## src/rtl/frame_seq_umc.sv

```systemverilog
// Frame sequencer: turns CPU-phase edges into ticks and issues the
// quarter/half-frame strobes, frame IRQ and $4017 delayed reset.
module frame_seq_umc #(
   parameter int unsigned Q1    = 7456,
   parameter int unsigned Q2    = 14912,
   parameter int unsigned Q3    = 22370,
   parameter int unsigned LAST4 = 29829,
   parameter int unsigned LAST5 = 37281
) (
   input  logic port_CLK,
   input  logic port_RES,
   input  logic port_phi,
   input  logic port_wr4017,
   input  logic port_d7,
   input  logic port_d6,
   input  logic port_rd4015,
   output logic port_aclk,
   output logic port_qframe,
   output logic port_hframe,
   output logic port_irq
);

   localparam logic [15:0] C_Q1 = 16'(Q1);
   localparam logic [15:0] C_Q2 = 16'(Q2);
   localparam logic [15:0] C_Q3 = 16'(Q3);
   localparam logic [15:0] C_L4 = 16'(LAST4);
   localparam logic [15:0] C_L5 = 16'(LAST5);

   logic        phi_d;
   logic        par;
   logic        mode;
   logic        inhibit;
   logic        irq;
   logic [15:0] cnt;
   logic [2:0]  dly;
   logic        aclk_q;
   logic        qframe_q;
   logic        hframe_q;

   logic        tick;
   logic        mode_eff;
   logic        inh_eff;
   logic [15:0] last;
   logic [15:0] cnt_nxt;
   logic [2:0]  dly_nxt;
   logic        dly_fire;
   logic        q_hit;
   logic        h_hit;
   logic        irq_win;
   logic        irq_set;
   logic        irq_clr;

   // A $4017 write takes effect on its own clock, even if a tick lands there.
   always_comb begin
      tick     = port_phi & ~phi_d;
      mode_eff = port_wr4017 ? port_d7 : mode;
      inh_eff  = port_wr4017 ? port_d6 : inhibit;
      last     = mode_eff ? C_L5 : C_L4;
      q_hit    = (cnt == C_Q1) || (cnt == C_Q2) ||
                 (cnt == C_Q3) || (cnt == last - 16'd1);
      h_hit    = (cnt == C_Q2) || (cnt == last - 16'd1);
      irq_win  = (cnt == C_L4 - 16'd2) || (cnt == C_L4 - 16'd1) ||
                 (cnt == C_L4);
      irq_set  = tick & ~mode_eff & ~inh_eff & irq_win;
      irq_clr  = port_rd4015 | (port_wr4017 & port_d6);
      dly_fire = tick & ~port_wr4017 & (dly == 3'd1);
   end

   always_comb begin
      cnt_nxt = cnt;
      if (dly_fire) begin
         cnt_nxt = '0;
      end else if (cnt == last) begin
         cnt_nxt = '0;
      end else begin
         cnt_nxt = cnt + 16'd1;
      end
   end

   // Re-arming from the pre-tick parity lines the reset up with an APU cycle.
   always_comb begin
      dly_nxt = dly;
      if (port_wr4017) begin
         dly_nxt = par ? 3'd3 : 3'd4;
      end else if (tick && dly != 3'd0) begin
         dly_nxt = dly - 3'd1;
      end
   end

   always_ff @(posedge port_CLK) begin
      if (port_RES) begin
         phi_d   <= 1'b0;
         par     <= 1'b0;
         cnt     <= '0;
         dly     <= '0;
         mode    <= 1'b0;
         inhibit <= 1'b0;
      end else begin
         phi_d <= port_phi;
         dly   <= dly_nxt;
         if (tick) begin
            par <= ~par;
            cnt <= cnt_nxt;
         end
         if (port_wr4017) begin
            mode    <= port_d7;
            inhibit <= port_d6;
         end
      end
   end

   // Set beats clear when both land on the same clock.
   always_ff @(posedge port_CLK) begin
      if (port_RES) begin
         irq <= 1'b0;
      end else if (irq_set) begin
         irq <= 1'b1;
      end else if (irq_clr) begin
         irq <= 1'b0;
      end
   end

   always_ff @(posedge port_CLK) begin
      if (port_RES) begin
         aclk_q   <= 1'b0;
         qframe_q <= 1'b0;
         hframe_q <= 1'b0;
      end else begin
         aclk_q   <= tick & par;
         qframe_q <= tick & (q_hit | (dly_fire & mode_eff));
         hframe_q <= tick & (h_hit | (dly_fire & mode_eff));
      end
   end

   assign port_aclk   = aclk_q;
   assign port_qframe = qframe_q;
   assign port_hframe = hframe_q;
   assign port_irq    = irq;

endmodule

```

## config.mk

```make
export PLATFORM = sky130hd
export DESIGN_NAME = frame_seq_umc
export DESIGN_NICKNAME = d
export VERILOG_FILES = /design/src/rtl/frame_seq_umc.sv
export SDC_FILE = /design/constraint.sdc
export NUM_CORES = 1
export LEC_CHECK = 0
export CORE_UTILIZATION = 52
export DETAILED_ROUTE_END_ITERATION = 10
export PLACE_DENSITY_LB_ADDON = 0.3
export SLEW_MARGIN = 20
export SYNTH_ARGS = -nofsm -noshare
export SYNTH_HDL_FRONTEND = slang
export SYNTH_SLANG_ARGS = --single-unit
```

## constraint.sdc

```tcl
create_clock -name port_CLK -period 1.9 [get_ports port_CLK]
set_clock_uncertainty 0.15 [all_clocks]
set_input_delay 0.285 -clock port_CLK [delete_from_list [all_inputs] [get_ports port_CLK]]
set_output_delay 0.285 -clock port_CLK [all_outputs]
set_load 0.01 [all_outputs]
```

Word-level counts from Yosys, hierarchy flattened
Cells that the tools add are included.

word-level totals
  flip-flop bits (word level) = 27
  bits in latches = 0
  RAM bits = 0
  ROM bits = 0
  bits of input ports = 7
  output and inout bits = 4
  memories kept = 0

cells by class
  add/sub/neg operators = 3
  multipliers = 0
  divide/modulo/power cells = 0
  order comparisons = 0
  eq/ne operators = 9
  shift-type cells = 0
  mux-type cells = 10
  bitwise gates (word level) = 19
  reductions and logical operators = 10

operator list
  kind                                                                  count
  16-bit by 15-bit == test with 1-bit output, second input constant     4
  16-bit two-way mux                                                    3
  16-bit == test                                                        2
  16-bit by 1-bit adder with 16-bit output, second input constant       1
  16-bit by 13-bit == test with 1-bit output, second input constant     1
  16-bit by 14-bit == test with 1-bit output, second input constant     1
  16-bit by 1-bit subtractor with 16-bit output, second input constant  1
  1-bit bitwise AND                                                     11
  3-bit two-way mux                                                     3
  1-bit logical OR                                                      6
  1-bit NOT                                                             5
  1-bit two-way mux                                                     4
  2-bit nonzero test                                                    2
  3-bit by 1-bit == test with 1-bit output, second input constant       1
  1-bit bitwise OR                                                      3
  3-bit nonzero test                                                    1
  3-bit by 1-bit subtractor with 3-bit output, second input constant    1
  1-bit logical AND                                                     1

Logic depth before layout (Yosys ltp)
Gate-level depths: netlist of run 1.

  depth after elaboration = 7
  mapped depth = 8
  mapped depth without buffers = 8

Worst setup path before layout of run 1
Ideal clock, no wire load.

  path kind = reg2reg
  start point = reg cnt[0]
  end point = reg cnt[12]
  arrival = 1.616 ns
  slack = 0.072 ns
  cell stages (with the launch flop) = 6
  period minus slack after synthesis = 1.828 ns
  cell sequence = dfxtp_1 > ha_1 > nand3_1 > nor4_2 > or4b_1 > nand3_1

on the way
  cells in the longest elaborated chain, start to end = 3

ends and longest elaborated chain
  element                                                                     RTL line  RTL
  start: declaration                                                          34        logic [15:0] cnt;
  start signal: assignment                                                    103       cnt <= cnt_nxt;
  16-bit by 1-bit adder with 16-bit output or 16-bit == test (tied branches)  76, 73
  16-bit two-way mux *                                                        73        end else if (cnt == last) begin
  16-bit two-way mux *                                                        71        if (dly_fire) begin

Every way passes the cells marked *; elsewhere a longest branch is shown, timed or not.
A chain may end at the register's enable or synchronous reset.

Worst setup path after layout of run 1
  start point = reg cnt[8]
  end point = reg cnt[14]

The elaborated chain is that of the path after synthesis.

==> results of run 1 <==
## power by group
| part | internal [W] | switching (W) |
|---|---|---|
| Combinational | 0.0000858 | 0.0000919 |
| Sequential | 0.000581 | 0.0000127 |
| Clock | 0.0000825 | 0.000175 |
## final cells by class
| type | instances | area [um2] |
|---|---|---|
| Clock buffer | 4 | 26.28 |
| Fill cell | 242 | 889.6 |
| Inverter | 12 | 45.04 |
| Multi-Input combinational cell | 148 | 1076 |
| Sequential cell | 27 | 551.8 |
| Tap cell | 44 | 55.05 |
| Timing Repair Buffer | 46 | 384.1 |
## layer usage
| metal | vias to the layer above | wire, um | GRT usage, % |
|---|---|---|---|
| met4 | 0 | 81 | 12.59 |
| met2 | 55 | 2322 | 47.13 |
| met1 | 793 | 1872 | 33.98 |
| met3 | 9 | 200 | 4.688 |
| met5 | - | 0 | 0 |
| li1 | 804 | - | - |
## cell families (layout without fill, tap and decap cells)
| logic type | count (synthesis) | after routing |
|---|---|---|
| multiplexers | 4 | 4 |
| buffers and inverters | 22 | 62 |
| AND/OR/NAND/NOR | 98 | 98 |
| XOR/XNOR | 2 | 2 |
| flip-flops | 27 | 27 |
| AO/OA/AOI/OAI | 37 | 37 |
| adder cells (fa/ha/maj) | 7 | 7 |
## stage by stage
stage / setup TNS, ns / hold slack [ns]
6_report: 0 / 0.07977
4_1_cts: 0 / 0.3003
5_1_grt: -0.03836 / 0.08673
3_3_place_gp: -6.530 / 0.3216
2_1_floorplan: 0 / 0.2632
3_5_place_dp: -7.337 / 0.3252
## placed cells by master, fill, tap and decap left out, types with 3 or more instances in the layout
cell,n
nor2_2,3
o31ai_1,3
inv_1,12
ha_1,7
o21ai_0,5
nand3_1,10
clkdlybuf4s50_1,8
nor2_1,13
nand2b_1,3
nand2_1,21
dfxtp_1,20
buf_4,35
clkbuf_4,3
o311ai_1,3
nor4_1,3
a21oi_1,9
dfxtp_2,6
o21ai_1,3
nor3_1,3
nand3_2,3
nand4_1,11
## what timing repair did
| item | in CTS | in global routing |
|---|---|---|
| resized for setup | 6 | 20 |
| pin swaps | 1 | 4 |
| gates cloned | 0 | 0 |
| buffers inserted | 2 | 2 |
| hold buffers | 0 | 0 |
| setup endpoints to repair | 12 | 17 |
## worst max path at each step
stage                                 to  slack [ns]  depth (start not counted)                 from
floorplan           cnt[12]$_SDFFE_PP0N_        0.07                          5  cnt[0]$_SDFFE_PP0N_
global route        cnt[14]$_SDFFE_PP0N_       -0.02                          6  cnt[3]$_SDFFE_PP0N_
finish              cnt[14]$_SDFFE_PP0N_        0.04                          7  cnt[8]$_SDFFE_PP0N_
global placement    cnt[14]$_SDFFE_PP0N_       -0.46                          6          port_wr4017
detailed placement  cnt[14]$_SDFFE_PP0N_       -0.56                          6          port_wr4017
CTS                 cnt[12]$_SDFFE_PP0N_       0.003                          5             port_phi
==> summary.md, run 1 <==
| Metric | Value |
|---|---|
| Status | `completed` |
| Main combinational cell family by area after synthesis | `simple AND/OR/NAND/NOR gates` |
| Peak VDD IR | `0.0002832 V` |
| 1st-iter DRT viols | `83` |
| Top FF cell, synth | `dfxtp_1` |
| Post-synth top area share | `between 30% and 40%` |
| Final setup slack of the worst path | `0.03566 ns` |
| P&R area growth vs syn | `30.46%` |
| Total gr overflow | `0` |
| Drt wl/cell | `~16 um` |
| Site row count | `20` |
| IO Port Bufs | `10` |
| Core Region | `around 0.0030 mm2` |
| Top Registers | `cnt (16), dly (3)` |
| Total track usage | `approximately 28%` |
| Final core occ | `between 70% and 80%` |
| FF+latch count, synth | `27` |
| Distinct cells, synth | `53` |
| Worst r2r src | `cnt[8]$_SDFFE_PP0N_` |
| Hold_sp | `port_phi` |
| Hold Path End | `phi_d$_SDFF_PP0_` |
| Reg2Reg Depth | `7` |
| Share of layout cells above drive strength 1 | `28.69%` |
| Dpl cell area | `0.001973 mm2` |
| Final period util | `approximately 98%` |
| Synth Instances | `~200` |
| Critical path cell sequence | `buf_4 > nor2_1 > nand4_1 > a211o_4 > buf_12 > a22oi_2 > o41ai_2` |
| Bufs and invs on worst path | `2` |
| H-tree depth | `1` |
| Mapped Nets | `roughly 210` |
| Initial Util | `54.13%` |
| Die H | `approximately 58 um` |
| Global-route wire length before repair | `7086 um` |
| Initial antenna violation count | `0` |
| Final setup fails | `0` |
| Fin cells | `about 280` |
| Setup CP Type | `reg2reg` |
| I/O Pins | `11` |
| Sink Count | `27` |
| Count of final max-slew check failures | `0` |
| Pre-CTS setup slack | `-0.5554 ns` |
| P per Cell Area | `481.2 mW/mm2` |
| Synth Area in Simple Gates | `approximately a third` |
| Top post-synthesis cells by area | `dfxtp_1 33%, ha_1 5.3%, nand2_1 5.0%, nand4_1 4.2%, nand3_1 3.7%` |
| Max reg flops | `16` |
| Overall Power | `around 0.001 W` |
| Die area | `around 0.0034 mm2` |
| Hold depth | `2` |
| Clk slew on worst S/H paths | `roughly 0.14 ns` |
| Vias in the first global route | `1575` |
| Leading area contributor after synthesis | `dfxtp_1` |
| DRT Wirelength | `about 4500 um` |
| Chip Width | `just under 60 um` |
| CTS buffer count | `3` |
| Count leader, synth | `dfxtp_1` |
| TritonCTS clock tree | `yes` |
| Max Cap Viol | `0` |
| Via Count | `1661` |
| Largest net degree at the start of global routing | `15` |
| Hpwl dp | `roughly 3300 um` |
| Reg2Reg Capture Point | `cnt[14]$_SDFFE_PP0N_` |
| Final Wtd Congestion | `between 0.9 and 1` |
| Post-synth EDFFs | `0` |
| CP delay by family, top | `compound AO/OA/AOI/OAI gates` |
| Total Nets Final | `252` |
| DRT Pass-1 Iters | `5` |
| Final hold vios | `0` |
| Worst path slowest cell | `a211o_4` |
| Period minus WS final | `1.864 ns` |
| Largest register by flop count | `cnt` |
| Clock latency on the worst-skew pair | `between 0.3 and 0.4 ns` |
| Syn. warnings | `0` |
| Drt drc | `0` |
| Crit. End Element | `register` |
| Seq/Total Area, Yosys | `about a third` |
| Worst endpoint required time | `1.98 ns` |
| CP peak stage delay | `between 0.4 and 0.5 ns` |
| Worst-case clock buffer depth | `2` |
| Worst slew pin tran | `between 0.5 and 0.6 ns` |
| Post-synthesis cell area | `0.001639 mm2` |
| Max Freq | `0.5364 GHz` |
| Antenna violation net count after detailed routing | `0` |
| CTS root buf | `clkbuf_4` |
| Leak Pwr | `around 0.8 nW` |
| Slew margin rel. | `a little over three fifths` |
| Synth Area in XOR/XNOR | `between 1 and 1.5%` |
| Post-route cell area | `about 0.0021 mm2` |
| Synth top cells by count | `27 x dfxtp_1, 22 x nand2_1, 16 x nor2_1` |
| Worst hold path class | `in2reg` |
| Reg-to-reg slack, setup | `0.04 ns` |
| Via density per instance | `roughly 5.9` |
| Crit-path max FO | `7` |
| CP Launch Type | `register` |
| Syn_area_per_cell | `between 8 and 9 um2` |
| Post-Place Cells | `~270` |
| Post-synthesis mux area share | `under 10%` |
| Inserted Diodes | `0` |
| Compound-cell area share of the yosys netlist | `between 10% and 20%` |
| FFs w/ async S/R, synth | `0%` |
| Worst EP arrival | `about 2 ns` |
| Area share of fa/ha/maj cells after synthesis | `5.344%` |
Power figures use the tool's default switching activity.
==> run 2: changes to the inputs <==
CORE_UTILIZATION = 46   (was 52)
SKIP_CTS_REPAIR_TIMING = 1   (was unset)
==> summary.md, run 2 (synthesis results as in run 1) <==
| Metric | Value |
|---|---|
| I/O Pins | `11 (unchanged)` |
| CP peak stage delay | `0.40 ns (about the same)` |
| Pre-CTS setup slack | `-0.4738 ns (+0.08159 ns)` |
| Drt drc | `0 (unchanged)` |
| Setup CP Type | `reg2reg` |
| Die H | `61.69 um (+6.1%)` |
| Clk slew on worst S/H paths | `0.14 ns (about the same)` |
| TritonCTS clock tree | `yes` |
| Final setup fails | `0 (unchanged)` |
| Max reg flops | `16 (unchanged)` |
| Worst r2r src | `cnt[2]$_SDFFE_PP0N_` |
| Global-route wire length before repair | `7017 um (-0.97%)` |
| Crit-path max FO | `6 (-1)` |
| Initial Util | `48.74% (-5.4 points)` |
| Hpwl dp | `3291 um (+0.94%)` |
| Final period util | `98.66% (+0.54 points)` |
| Total track usage | `25.17% (-2.5 points)` |
| Largest register by flop count | `cnt` |
| 1st-iter DRT viols | `79 (-4.8%)` |
| Critical path cell sequence | `buf_4 > nor3b_4 > nand3_2 > a211o_4 > and3_1 > a21o_1` |
| P&R area growth vs syn | `34.20%` |
| Worst EP arrival | `1.97 ns (+0.02 ns)` |
| Chip Width | `61.69 um (+6.1%)` |
| Final setup slack of the worst path | `0.02545 ns (-0.01021 ns)` |
| Final Wtd Congestion | `0.8763 (-7.2%)` |
| Die area | `0.003806 mm2 (+13%)` |
| Total gr overflow | `0 (unchanged)` |
| Reg-to-reg slack, setup | `0.03 ns (about the same)` |
| Max Freq | `0.5335 GHz (-0.54%)` |
| Final hold vios | `0 (unchanged)` |
| Worst endpoint required time | `1.99 ns (about the same)` |
| IO Port Bufs | `10 (unchanged)` |
| Crit. End Element | `register` |
| Site row count | `21 (+5.0%)` |
| Total Nets Final | `258 (+2.4%)` |
| Share of layout cells above drive strength 1 | `32.51% (+3.8 points)` |
| Vias in the first global route | `1538 (-2.3%)` |
| H-tree depth | `1 (unchanged)` |
| Sink Count | `27 (unchanged)` |
| Leak Pwr | `0.8319 nW (+3.8%)` |
| # fillers | `300 (+24%)` |
| Top Registers | `cnt (16), dly (3)` |
| Worst slew pin tran | `0.5735 ns (+0.01909 ns)` |
| Most common cell after layout, fill and taps aside | `buf_4` |
| Core Region | `0.003363 mm2 (+11%)` |
| P per Cell Area | `466.6 mW/mm2 (-3.0%)` |
| Max Cap Viol | `0 (unchanged)` |
| Reg2Reg Capture Point | `cnt[1]$_SDFFE_PP0N_` |
| Via density per instance | `5.789 (-2.1%)` |
| Peak VDD IR | `0.0003243 V (+15%)` |
| Worst path slowest cell | `a211o_4` |
| Hold_sp | `port_irq$_SDFFE_PP0P_` |
| Status | `completed` |
| Drt wl/cell | `15.69 um (-1.5%)` |
| FF+latch area | `559.3 um2 (+1.4%)` |
| Antenna violation net count after detailed routing | `0 (unchanged)` |
| CTS buffer count | `3 (unchanged)` |
| Most frequent cells in the layout | `41 x buf_4, 21 x nand2_1, 16 x dfxtp_1, 14 x nor2_1, 12 x inv_1` |
| Bufs and invs on worst path | `1 (-1)` |
| Largest net degree at the start of global routing | `15 (unchanged)` |
| Count of final max-slew check failures | `0 (unchanged)` |
| Hold Path End | `port_irq$_SDFFE_PP0P_` |
| Inserted Diodes | `0 (unchanged)` |
| Initial antenna violation count | `0 (unchanged)` |
| DRT Pass-1 Iters | `7 (+2)` |
| Multi-input logic area | `0.001090 mm2 (+1.3%)` |
| CP delay by family, top | `compound AO/OA/AOI/OAI gates` |
| CP Launch Type | `register` |
| Via Count | `1673 (+0.72%)` |
| Slew margin rel. | `61.73% (-1.3 points)` |
| Worst hold slack | `0.3484 ns (+0.2686 ns)` |
| DRT Wirelength | `4534 um (+1.3%)` |
| Dpl cell area | `0.002021 mm2 (+2.4%)` |
| Worst-case clock buffer depth | `2 (unchanged)` |
| Final core occ | `65.40% (-5.2 points)` |
| Post-route cell area | `0.002200 mm2 (+2.9%)` |
| CTS root buf | `clkbuf_4` |
| Worst hold path class | `reg2reg` |
| Hold depth | `2 (unchanged)` |
| Reg2Reg Depth | `6 (-1)` |
| Period minus WS final | `1.875 ns (+0.01021 ns)` |
| Clock latency on the worst-skew pair | `0.33 ns (about the same)` |
-- run 2: changes by cell type in the layout (fill, tap and decap cells not counted), moves of 2 or more --
cell     before  now
buf_4        35   41
dfxtp_1      20   16
dfxtp_2       6    9
nor3b_2       1    3
-- run 2: where the power goes --
part / switching [W] / internal, W / total, W
Clock: 0.000168 / 0.0000823 / 0.000251
Combinational: 0.0000944 / 0.0000887 / 0.000183
Sequential: 0.0000117 / 0.000581 / 0.000593
-- run 2: worst min-delay path, delay by kind of cell, from the launching register on --
kind               cells  cell delay (ns)
DFF                    1             0.34
AOI/OAI and AO/OA      1             0.05
and+or+nand+nor        1             0.08
-- run 2: worst max-delay path by stage --
stage                        startpoint                   end  cells past startpoint
floorplan           cnt[0]$_SDFFE_PP0N_  cnt[12]$_SDFFE_PP0N_                      5
global route        cnt[2]$_SDFFE_PP0N_  cnt[10]$_SDFFE_PP0N_                      7
finish              cnt[2]$_SDFFE_PP0N_   cnt[1]$_SDFFE_PP0N_                      6
detailed placement          port_wr4017  cnt[13]$_SDFFE_PP0N_                      7
global placement            port_wr4017  cnt[10]$_SDFFE_PP0N_                      7
CTS                         port_wr4017  cnt[14]$_SDFFE_PP0N_                      6
-- run 2: layer usage --
| layer | part of all wire, % | vias up | track usage, % |
|---|---|---|---|
| li1 | - | 817 | - |
| met1 | 44 | 799 | 33.03 |
| met2 | 50 | 51 | 43.47 |
| met3 | 5.1 | 6 | 4.555 |
| met4 | 1.3 | 0 | 5.079 |
| met5 | 0 | - | 0 |
-- run 2: area by class of cell --
class                           count  share of cell area (%)
Inverter                           12                   2.048
Tap cell                           46                   2.617
Clock buffer                        4                   1.195
Timing Repair Buffer               52                   19.17
Multi-Input combinational cell    148                   49.55
Sequential cell                    27                   25.43
-- run 2: metrics by stage --
stage / std cells / setup TNS [ns] / total power [W]
4_1_cts: 285 / -0.9385 / 0.001034
3_3_place_gp: 281 / -6.039 / 0.0007711
2_1_floorplan: 197 / 0 / 0.0007037
5_1_grt: 289 / -0.08122 / 0.001085
6_report: 289 / 0 / 0.001026
3_5_place_dp: 281 / -7.258 / 0.0007774
